File: src/rtl/bus_arb_pkg.sv
// Shared types and constants for the system-bus grant arbiter and its helpers.
package bus_arb_pkg;

  // Width of a requester index; covers up to 7 requesters.
  localparam int IDX_W = 3;

  // Requester with fixed highest priority (video).
  localparam int PRI_IDX = 0;

  typedef enum logic [1:0] {
    IDLE    = 2'd0,
    OWNED   = 2'd1,
    RELEASE = 2'd2
  } arb_state_t;

endpackage

File: src/rtl/bus_grant_arbiter_rr_pick.sv
// rr_pick: combinational rotating-priority finder.
// Searches req[1..NREQ-1] upward from rr_ptr, wrapping back to 1; index 0 is
// never considered here so a fixed-priority requester can be layered on top.
module rr_pick
  import bus_arb_pkg::*;
#(
  parameter int NREQ = 4
) (
  input  logic [NREQ-1:0]  req,
  input  logic [IDX_W-1:0] rr_ptr,
  output logic [IDX_W-1:0] winner,
  output logic             valid
);

  // Pad the request vector so any IDX_W-bit index selects a real bit.
  logic [(1<<IDX_W)-1:0] req_pad;
  assign req_pad = (1<<IDX_W)'(req);

  // First requested index at or after rr_ptr within the rotating range 1..NREQ-1.
  always_comb begin
    int start;
    int pos;
    logic [IDX_W-1:0] idx;
    // NOTE: every output gets a default before the search so no path leaves it
    // unassigned, which would otherwise infer a latch.
    winner = '0;
    valid  = 1'b0;
    idx    = '0;
    start  = (int'(rr_ptr) >= 1 && int'(rr_ptr) < NREQ) ? int'(rr_ptr) : 1;
    for (int k = 0; k < NREQ - 1; k++) begin
      pos = start + k;
      if (pos >= NREQ) pos = pos - (NREQ - 1);
      idx = IDX_W'(pos);
      if (!valid && req_pad[idx]) begin
        winner = idx;
        valid  = 1'b1;
      end
    end
  end

endmodule

File: src/rtl/bus_grant_arbiter.sv
// bus_grant_arbiter: single-owner arbiter for the shared system bus.
// Requester 0 has fixed priority; the rest rotate round-robin. Every ownership
// is followed by one RELEASE cycle with all grants low before re-arbitration.
// Optional macro ARB_TIMEOUT_EN: forces release of a non-zero owner after
// MAX_HOLD owned cycles when someone else is waiting, pulsing TIMEOUT.
module bus_grant_arbiter
  import bus_arb_pkg::*;
#(
  parameter int NREQ     = 4,
  parameter int MAX_HOLD = 16,
  parameter int CW       = 5
) (
  input  logic             CLOCK,
  input  logic             RESET,
  input  logic [NREQ-1:0]  REQ,
  output logic [NREQ-1:0]  GNT,
  output logic [IDX_W-1:0] OWNER,
  output logic             BUSY,
  output logic             QUIET_N,
  output logic             TIMEOUT
);

  // Reject illegal configurations at elaboration.
  if (NREQ < 2 || NREQ > 7 || MAX_HOLD < 2 || (1 << CW) <= MAX_HOLD) begin : g_bad_cfg
    $error("bus_grant_arbiter: illegal NREQ/MAX_HOLD/CW combination");
  end

  arb_state_t       state;
  logic [IDX_W-1:0] rr_ptr;
  logic [IDX_W-1:0] rr_win;
  logic             rr_valid;
  logic [IDX_W-1:0] win_idx;
  logic             any_req;
  logic             owner_req;
  logic             others_req;
  logic             timeout_hit;
  logic [IDX_W-1:0] next_ptr;
  logic [(1<<IDX_W)-1:0] req_pad;

  rr_pick #(.NREQ(NREQ)) u_rr_pick (
    .req    (REQ),
    .rr_ptr (rr_ptr),
    .winner (rr_win),
    .valid  (rr_valid)
  );

  assign req_pad    = (1<<IDX_W)'(REQ);
  assign any_req    = REQ[PRI_IDX] | rr_valid;
  assign win_idx    = REQ[PRI_IDX] ? IDX_W'(PRI_IDX) : rr_win;
  assign owner_req  = req_pad[OWNER];
  // In OWNED, GNT is exactly the owner's bit, so this is "anyone else waiting".
  assign others_req = |(REQ & ~GNT);
  assign next_ptr   = (int'(OWNER) + 1 >= NREQ) ? IDX_W'(1) : OWNER + IDX_W'(1);
  assign BUSY       = (state == OWNED) || (state == RELEASE);

`ifdef ARB_TIMEOUT_EN
  logic [CW-1:0] hold_cnt;

  // An owner that is itself dropping REQ takes the normal release path instead.
  assign timeout_hit = (state == OWNED) && owner_req && others_req &&
                       (hold_cnt == CW'(MAX_HOLD - 1)) &&
                       (OWNER != IDX_W'(PRI_IDX));

  // Count owned cycles (saturating) and pulse TIMEOUT on a forced release.
  always_ff @(posedge CLOCK) begin
    if (RESET) begin
      hold_cnt <= '0;
      TIMEOUT  <= 1'b0;
    end else begin
      TIMEOUT <= timeout_hit;
      if (state == OWNED) begin
        if (hold_cnt != CW'(MAX_HOLD)) hold_cnt <= hold_cnt + 1'b1;
      end else begin
        hold_cnt <= '0;
      end
    end
  end
`else
  assign timeout_hit = 1'b0;
  assign TIMEOUT     = 1'b0;
`endif

  // Ownership sequencing, registered grants and the registered all-quiet flag.
  always_ff @(posedge CLOCK) begin
    if (RESET) begin
      // NOTE: sequential state uses non-blocking assignments so every register
      // samples pre-edge values regardless of statement order.
      state   <= IDLE;
      rr_ptr  <= IDX_W'(1);
      GNT     <= '0;
      OWNER   <= '0;
      QUIET_N <= 1'b0;
    end else begin
      QUIET_N <= (|GNT) | (|REQ);
      case (state)
        IDLE: begin
          if (any_req) begin
            GNT   <= NREQ'(1) << win_idx;
            OWNER <= win_idx;
            state <= OWNED;
          end
        end
        OWNED: begin
          if (!owner_req || timeout_hit) begin
            GNT   <= '0;
            state <= RELEASE;
          end
        end
        RELEASE: begin
          state <= IDLE;
          if (OWNER != IDX_W'(PRI_IDX)) rr_ptr <= next_ptr;
        end
        default: begin
          GNT   <= '0;
          state <= IDLE;
        end
      endcase
    end
  end

endmodule

File: config.mk
export PLATFORM = sky130hd
export DESIGN_NAME = bus_grant_arbiter
export DESIGN_NICKNAME = d
export VERILOG_FILES = /design/src/rtl/bus_arb_pkg.sv /design/src/rtl/bus_grant_arbiter_rr_pick.sv /design/src/rtl/bus_grant_arbiter.sv
export SDC_FILE = /design/constraint.sdc
export NUM_CORES = 1
export LEC_CHECK = 0
export CAP_MARGIN = 20
export CORE_AREA = 2 2 46 48
export DETAILED_ROUTE_END_ITERATION = 16
export DIE_AREA = 0 0 48 50
export GPL_ROUTABILITY_DRIVEN = 0
export PLACE_DENSITY_LB_ADDON = 0.3
export SLEW_MARGIN = 20
export SYNTH_ARGS = -nofsm -noshare
export SYNTH_HDL_FRONTEND = slang
export SYNTH_SLANG_ARGS = --single-unit
File: constraint.sdc
create_clock -name CLOCK -period 5.3 [get_ports CLOCK]
set_clock_uncertainty 0.1 [all_clocks]
set_input_delay 1.06 -clock CLOCK [delete_from_list [all_inputs] [get_ports CLOCK]]
set_output_delay 1.06 -clock CLOCK [all_outputs]
set_load 0.01 [all_outputs]
==> results of run 1 <==
## metal layers
metal	share of wire	GRT usage
met1	0.48	0.2991
met2	0.46	0.3289
met3	0.042	0.04762
met4	0.024	0.08559
met5	0	0
## flip-flops by register name, indices dropped and copies added (netlist names)
signal / cells
rr_ptr: 3
state: 2
GNT: 4
OWNER: 3
QUIET_N: 1
## cells in the final DEF, fill, tap and decap left out, types with 2 or more instances in the layout
cell and instances:
a211oi_1 4, a21o_1 2, a21oi_1 8, a32o_1 2
and3_1 4, clkbuf_4 3, clkdlybuf4s50_1 14, conb_1 2
dfxtp_1 13, ha_1 9, inv_1 16, mux2i_1 7
nand2_1 8, nand2b_1 4, nand3_1 2, nand4_1 2
nor2_1 3, nor4_1 2, o211ai_1 2, o21ai_0 5
o32ai_2 2
## tightest hold or removal path, cell delays in order (launching register included)
cell and delay (ns):
dfxtp_1 0.33, inv_1 0.07, o32ai_2 0.06
## logic make-up after synthesis
family,count (synthesis)
mux,8
other cells,1
buf+inv,21
flops,13
fa+ha+maj,9
simple gates,35
compound gates,35
## area by class of cell
class	count	area share
multi-input cells	89	0.5742
flip-flops and latches	13	0.2129
repair buffers	14	0.1146
inverters	16	0.04913
well taps	27	0.02764
clock buffers	4	0.02149
## where the power goes
group	internal, mW	switching, mW
registers	0.113	0.0164
clock network	0.0291	0.0330
logic	0.0839	0.0932
## per-stage QoR
step,worst slack [ns],util,hold WS (ns)
detailed placement,2.051,0.6289,0.3907
global route,2.078,0.6428,0.4354
global placement,2.081,0.6289,0.3757
floorplan,2.627,-,0.3863
finish,2.264,0.6428,0.4012
CTS,2.330,0.6428,0.4042
## final timing paths
| check | start | endpoint | cells after the start |
|---|---|---|---|
| max | REQ[3] | GNT[1] | 7 |
| max reg2reg | rr_ptr[0] | GNT[0] | 8 |
| min reg2reg | GNT[2] | GNT[2] | 2 |
| min | GNT[2] | GNT[2] | 2 |
==> run_results.csv, run 1 <==
group,metric,value,unit
layout,layout-drive-gt1-share,0.1103,
detailed_routing,drtIter0Drc,17,
hold_path,hold_path_class,"reg -> reg",
timing,finalCriticalPeriod,3.036,ns
layout,final_area,0.001222,mm²
floorplanning,coreArea,0.001902,mm²
floorplanning,start_util,0.5520,
timing,final_max_slew_viol_count,0,
floorplanning,ios,16,
placement,io_buffer_count,14,
detailed_routing,avgViaCountPerCell,5.650,
clock_network,cts.sinks,13,
yosys,ys_seq_area_frac,0.2479,
clock_network,postCtsSetupBuffers,0,
clock_network,htree_num_levels,1,
floorplanning,die_h,50,µm
critical_path,cp_common_cell,"mux2i_1",
timing,grt_setup_unrepaired,"false",
yosys,synthSimpleGateAreaFrac,0.1931,
layout,multi_input_area,701.9,µm²
yosys,synth_top_cell_by_area,"dfxtp_1",
power,ir_drop,0.1969,mV
detailed_routing,postRouteAntennaNets,0,
yosys,syn_inst,122,
clock_network,root_buffer,"clkbuf_4",
critical_path,cpMaxStageDelayCell,"clkdlybuf4s50_1",
detailed_routing,drt-total-wl,2260,µm
detailed_routing,wl_per_cell,13.87,µm
yosys,synthAdderAreaFrac,0.1073,
critical_path,critPathBufInv,1,
critical_path,arrival,3.11,ns
layout,fillers,166,
yosys,ys_seq_elements,13,
yosys,synthTopCellsByCount,"inv_1 (16), dfxtp_1 (13), ha_1 (9), a21oi_1 (8), nand2_1 (8)",
layout,syn_to_final_growth,16.45,%
global_route,grt_start_max_net_pins,11,
yosys,synth_warnings,0,
yosys,synth_most_common_cell,"inv_1",
floorplanning,dieArea,0.002400,mm²
clock_network,cts_buffers,3,
global_route,overflow,0,
yosys,synth_enable_flop_cells,0,
detailed_routing,via_count,921,
clock_network,clockBufferDepth,2,
timing,fin_setup_tns,0,ns
yosys,muxShareOfSynthArea,0.08105,
detailed_routing,drc,0,
placement,dp.cells,159,
power,p_per_area,302.0,mW/mm²
outcome,status,"completed",
clock_network,clk_latency,0.27,ns
yosys,yosysTopAreaCellShare,0.2479,
placement,place_hpwl,1753,µm
placement,place_area,0.001196,mm²
critical_path,critPathRequiredTime,5.37,ns
critical_path,critical_path.max_fanout,8,
global_route,grt_usage,0.2199,
yosys,synth_top_family_by_area,"compound AO/OA/AOI/OAI gates",
critical_path,endpoint_kind,"flip-flop",
floorplanning,dieWidth,48,µm
layout,diodes,0,
global_route,grt_pass1_vias,887,
timing,fin_crit_sh,0.5728,
clock_network,holdBufCountCts,0,
clock_network,cts_tree,"yes",
critical_path,max_stage_delay,0.55,ns
layout,seqCellArea,260.3,µm²
yosys,ys.flop_type,"dfxtp_1",
critical_path,cp-start-kind,"input port",
timing,hold_viol_final,0,
critical_path,reg2reg_slack,2.54,ns
floorplanning,rows,16,
yosys,synthDistinctLibCells,44,
global_route,grt_pass1_wl,3884,µm
timing,setup_viol,0,
power,p_leak,0.5215,nW
timing,max_freq,0.3294,GHz
yosys,ys_async_sr_fraction,0,
power,totalPowerFinal,0.3692,mW
yosys,synth_compound_area_frac,0.2801,
yosys,synth_xor_area_frac,0,
critical_path,path_class,"in -> reg",
detailed_routing,drtPass1Iterations,4,
layout,layout.nets,152,
critical_path,path_delay_family,"compound AO/OA/AOI/OAI gates",
clock_network,cts_resized,0,
global_route,antenna_found_initial,0,
run,drv_cap,0,
critical_path,crit_chain,"clkdlybuf4s50_1, mux2i_1, mux2i_1, a21oi_1, a31oi_4, and3_1, a32o_1",
yosys,avgSynthCellArea,8.605,µm²
yosys,yosys-top-cells-area,"dfxtp_1 (25%), ha_1 (11%), mux2i_1 (6.7%)",
yosys,syn_area,0.001050,mm²
layout,instances_no_fill,163,
clock_network,clkSlewWorstSetupHoldPaths,0.09,ns
(Power assumes the default switching activity.)
==> inputs of run 2 (changes only) <==
Settings changed: CORE_AREA 2 2 46 48 to 2 2 50 52, DIE_AREA 0 0 48 50 to 0 0 52 54.
Clock period 5.3 ns to 2.4 ns, I/O delays scaled along.
==> run 2 against run 1 <==
Effect of this change: the run now ends with setup timing left; register-to-register slack got worse by 2.6 ns; first-iteration DRC count rose by 41%; sequential power rose by 120%; largest cell class unchanged; global-route usage fell by 1.6 points; utilization fell by 1.5 points; flip-flop and latch count did not move; critical endpoint is now GNT[2]; routed wire length rose by 19%; power rose to 2.6 times the previous value.
==> run_results.csv, run 2 (synthesized netlist as in run 1, its figures left out) <==
group,metric,value,unit
detailed_routing,wl_per_cell,14.45,µm
timing,final_max_slew_viol_count,0,
clock_network,clockBufferDepth,2,
critical_path,reg2reg_slack,-0.08,ns
critical_path,arrival,2.59,ns
timing,layout_setup_ws,-0.08183,ns
layout,top_register,"GNT",
timing,grt_setup_unrepaired,"true",
placement,io_buffer_count,14,
floorplanning,rows,18,
detailed_routing,drc,0,
power,seqPwrFrac,0.304,
global_route,grt_pass1_wl,4188,µm
outcome,violations,"setup timing",
global_route,overflow,0,
power,pwr-share-comb,0.536,
placement,place_hpwl,1959,µm
global_route,grt_pass1_vias,979,
power,p_per_area,649.6,mW/mm²
layout,diodes,0,
critical_path,cp-start-kind,"flip-flop",
layout,layout-drive-gt1-share,0.3013,
outcome,status,"finished with violations",
clock_network,cts_buffers,3,
critical_path,path_class,"reg -> reg",
critical_path,cpMaxStageDelayCell,"or3b_4",
power,p_sw,0.3695,mW
detailed_routing,drtPass1Iterations,6,
detailed_routing,via_count,1064,
floorplanning,dieArea,0.002808,mm²
run,drv_cap,0,
global_route,grt_usage,0.2039,
layout,syn_to_final_growth,38.74,%
placement,dp.cells,178,
timing,setup_viol,8,
power,power.internal,0.5766,mW
hold_path,hold_path_class,"reg -> reg",
layout,layout_commonest_cell,"buf_4",
timing,hold_viol_final,0,
layout,mostFrequentLayoutCells,"buf_4 (18), inv_1 (16), clkdlybuf4s50_1 (14)",
layout,largest_register_ffs,4,
power,pwr-share-clk,0.159,
detailed_routing,drtIter0Drc,24,
timing,fin_setup_tns,-0.4529,ns
critical_path,path_delay_family,"multiplexers",
power,p_leak,0.6316,nW
clock_network,root_buffer,"clkbuf_4",
clock_network,cts.sinks,13,
power,ir_drop,0.6001,mV
layout,layout.nets,172,
critical_path,max_stage_delay,0.40,ns
floorplanning,ios,16,
global_route,antenna_found_initial,0,
power,swShare,0.3906,
detailed_routing,postRouteAntennaNets,0,
critical_path,endpoint_kind,"flip-flop",
critical_path,cp_common_cell,"mux2i_2",
global_route,grt_start_max_net_pins,10,
clock_network,clkSlewWorstSetupHoldPaths,0.08,ns
critical_path,critical_path.max_fanout,5,
timing,fin_crit_sh,1.034,
timing,finalCriticalPeriod,2.482,ns
timing,max_freq,0.4029,GHz
clock_network,htree_num_levels,1,
layout,instances_no_fill,186,
layout,largestRegisters,"GNT (4), OWNER (3), rr_ptr (3)",
floorplanning,start_util,0.4525,
critical_path,critPathRequiredTime,2.51,ns
detailed_routing,drt-total-wl,2688,µm
clock_network,clk_latency,0.29,ns
floorplanning,die_h,54,µm
clock_network,cts_tree,"yes",
critical_path,crit_chain,"or3b_4, ha_4, mux2i_2, mux2_4, o22a_4, mux2i_2, and2_4, o32ai_2",
critical_path,critPathBufInv,0,
floorplanning,dieWidth,52,µm
floorplanning,coreArea,0.002320,mm²
detailed_routing,avgViaCountPerCell,5.720,
run 2: changes by cell type in the layout (fill, tap and decap cells not counted), sizes merged:
cell  change
buf      +20
run 2: path summary, 6_finish.rpt:
check / cells after the start / end / start
worst max-delay path: 8 / GNT[2] / rr_ptr[2]
worst max register to register: 8 / GNT[2] / rr_ptr[2]
worst min register to register: 2 / GNT[0] / GNT[0]
worst min-delay path: 2 / GNT[0] / GNT[0]
run 2: tightest hold or removal path, stage by stage (launching register included):
cell and delay [ns]:
dfxtp_1 0.34, inv_1 0.06, o32ai_2 0.06
run 2: power groups by stage:
stage	combinational [mW]	sequential (mW)	clock [mW]
after floorplan	0.272	0.293	0
after global placement	0.443	0.289	0
after detailed placement	0.451	0.291	0
after CTS	0.478	0.286	0.153
after global routing	0.556	0.293	0.157
final	0.507	0.288	0.151
run 2: routing by layer:
layer | up-vias | global-route usage | part of all wire
met5 | - | 0 | 0
met4 | 0 | 0.08333 | 0.015
met3 | 6 | 0.04167 | 0.052
met2 | 38 | 0.3523 | 0.49
met1 | 510 | 0.2462 | 0.44
li1 | 510 | - | -
run 2: cell type report:
type,count,area [µm²]
timing repair buffer,34,297.8
sequential,13,265.3
clock buffer,4,26.28
multi-input combinational,89,769.5
inverter,16,60.06
tap,30,37.54
fill,211,863.3
run 2: stage by stage:
stage / hold WS [ns] / power, mW / instance area [µm²] / util / worst slack (ns)
after global placement: 0.3789 / 0.7318 / 1348 / 0.5809 / -0.1078
after global routing: 0.4228 / 1.006 / 1456 / 0.6278 / -0.1584
after floorplan: 0.3867 / 0.5659 / 1081 / - / -0.05430
final: 0.3971 / 0.9461 / 1456 / 0.6278 / -0.08183
after CTS: 0.4016 / 0.9170 / 1405 / 0.6057 / -0.08224
after detailed placement: 0.3829 / 0.7417 / 1348 / 0.5809 / -0.1058
run 2: repair_timing:
action | in CTS | in global routing
buffers inserted | 2 | 3
endpoints found under the setup margin | 7 | 9
gates cloned | 0 | 0
hold buffers | 0 | 0
gates resized for setup | 6 | 9
pin swaps | 2 | 1
==> inputs of run 3 (changes only) <==
Clock period 2.4 ns to 2.2 ns, I/O delays scaled along.
==> run 3 against run 2 <==
Effect of this change: utilization rose by 0.32 points; routed wire length rose by 6.5%; worst hold slack got worse by 0.0052 ns; first-iteration DRC count fell by 33%; final area rose by 0.51%; cell count did not move; global-route usage rose by 3.3 points; flip-flop and latch count did not move; maximum frequency fell by 2.0%; die area did not move; the flow still finishes with violations (setup timing).
==> run_results.csv, run 3 (synthesized netlist as in run 1, its figures left out) <==
group,metric,value,unit
clock_network,clk_latency,0.27,ns
timing,setup_viol,9,
critical_path,path_delay_family,"compound AO/OA/AOI/OAI gates",
timing,fin_setup_tns,-2.186,ns
layout,largest_register_ffs,4,
detailed_routing,drtPass1Iterations,4,
layout,final_area,0.001464,mm²
critical_path,max_stage_delay,0.42,ns
hold_path,hold_path_class,"reg -> reg",
clock_network,cts.sinks,13,
critical_path,endpoint_kind,"flip-flop",
layout,instances_no_fill,186,
outcome,violations,"setup timing",
critical_path,arrival,2.60,ns
placement,io_buffer_count,14,
timing,whs,0.3918,ns
power,p_per_area,697.0,mW/mm²
power,p_leak,0.6302,nW
hold_path,whs_path_depth,2,
timing,layout_setup_ws,-0.3336,ns
floorplanning,ios,16,
detailed_routing,wl_per_cell,15.39,µm
timing,final_max_slew_viol_count,0,
layout,diodes,0,
timing,finalCriticalPeriod,2.534,ns
layout,largestRegisters,"GNT (4), OWNER (3), rr_ptr (3)",
floorplanning,dieArea,0.002808,mm²
timing,grt_setup_unrepaired,"true",
clock_network,clkSlewWorstSetupHoldPaths,0.09,ns
floorplanning,start_util,0.4525,
global_route,overflow,0,
timing,hold_viol_final,0,
power,totalPowerFinal,1.020,mW
detailed_routing,drtIter0Drc,16,
placement,place_area,0.001355,mm²
critical_path,cpMaxStageDelayCell,"or3b_4",
detailed_routing,avgViaCountPerCell,5.694,
critical_path,crit_chain,"or3b_4, ha_4, mux2i_2, buf_4, a211oi_1, o21ai_0, o22ai_4, o311a_1",
layout,syn_to_final_growth,39.45,%
clock_network,root_buffer,"clkbuf_4",
clock_network,clockBufferDepth,2,
clock_network,cts_buffers,3,
floorplanning,dieWidth,52,µm
layout,layout-drive-gt1-share,0.3141,
global_route,grt_usage,0.2368,
critical_path,cp-start-kind,"flip-flop",
global_route,grt_pass1_vias,1079,
critical_path,critPathBufInv,1,
clock_network,htree_num_levels,1,
critical_path,path_class,"reg -> reg",
layout,layout.nets,172,
layout,mostFrequentLayoutCells,"buf_4 (18), inv_1 (16), clkdlybuf4s50_1 (14)",
critical_path,critPathRequiredTime,2.27,ns
detailed_routing,drt-total-wl,2862,µm
timing,fin_crit_sh,1.152,
outcome,status,"finished with violations",
layout,final_util,0.6311,
layout,layout_commonest_cell,"buf_4",
floorplanning,die_h,54,µm
placement,pre_cts_ws,-0.3438,ns
global_route,antenna_found_initial,0,
critical_path,cp.depth,8,
detailed_routing,postRouteAntennaNets,0,
floorplanning,coreArea,0.002320,mm²
timing,max_freq,0.3947,GHz
critical_path,critical_path.max_fanout,5,
global_route,grt_pass1_wl,4892,µm
critical_path,ff2ff_path_depth,8,
run,drv_cap,0,
detailed_routing,drc,0,
detailed_routing,via_count,1059,
clock_network,cts_tree,"yes",
placement,dp.cells,179,
placement,place_hpwl,2111,µm
layout,top_register,"GNT",
clock_network,holdBufCountCts,0,
global_route,grt_start_max_net_pins,10,
power,ir_drop,0.5419,mV
floorplanning,rows,18,
-- run 3: cell type report --
type,count,area (µm²)
inverter,16,60.06
tap,30,37.54
sequential,13,261.5
clock buffer,4,26.28
timing repair buffer,34,297.8
fill,195,855.8
multi-input combinational,89,780.7
-- run 3: path summary, 6_finish.rpt --
path | slack [ns] | to | from
max | -0.33 | OWNER[0] | rr_ptr[0]
min | 0.39 | GNT[0] | GNT[0]
max reg2reg | -0.33 | OWNER[0] | rr_ptr[0]
min reg2reg | 0.39 | GNT[0] | GNT[0]
-- run 3: power breakdown --
| group | switching [mW] | internal, mW | total, mW |
|---|---|---|---|
| clock network | 0.0809 | 0.0702 | 0.151 |
| logic | 0.274 | 0.283 | 0.556 |
| registers | 0.0392 | 0.274 | 0.313 |
-- run 3: per-layer routing --
layer | share of wire | global-route usage
met5 | 0 | 0
met4 | 0.026 | 0.07895
met3 | 0.037 | 0.05278
met2 | 0.51 | 0.4177
met1 | 0.42 | 0.2836
-- run 3: tightest hold or removal path, cell delays in order, from the launching register on --
cell and delay, ns:
dfxtp_1 0.33, inv_1 0.06, o32ai_2 0.05
-- run 3: what timing repair did --
item | 4_1_cts | 5_1_grt
endpoints found under the setup margin | 9 | 9
pin swaps | 2 | 3
resized for setup | 5 | 11
setup buffers | 2 | 1
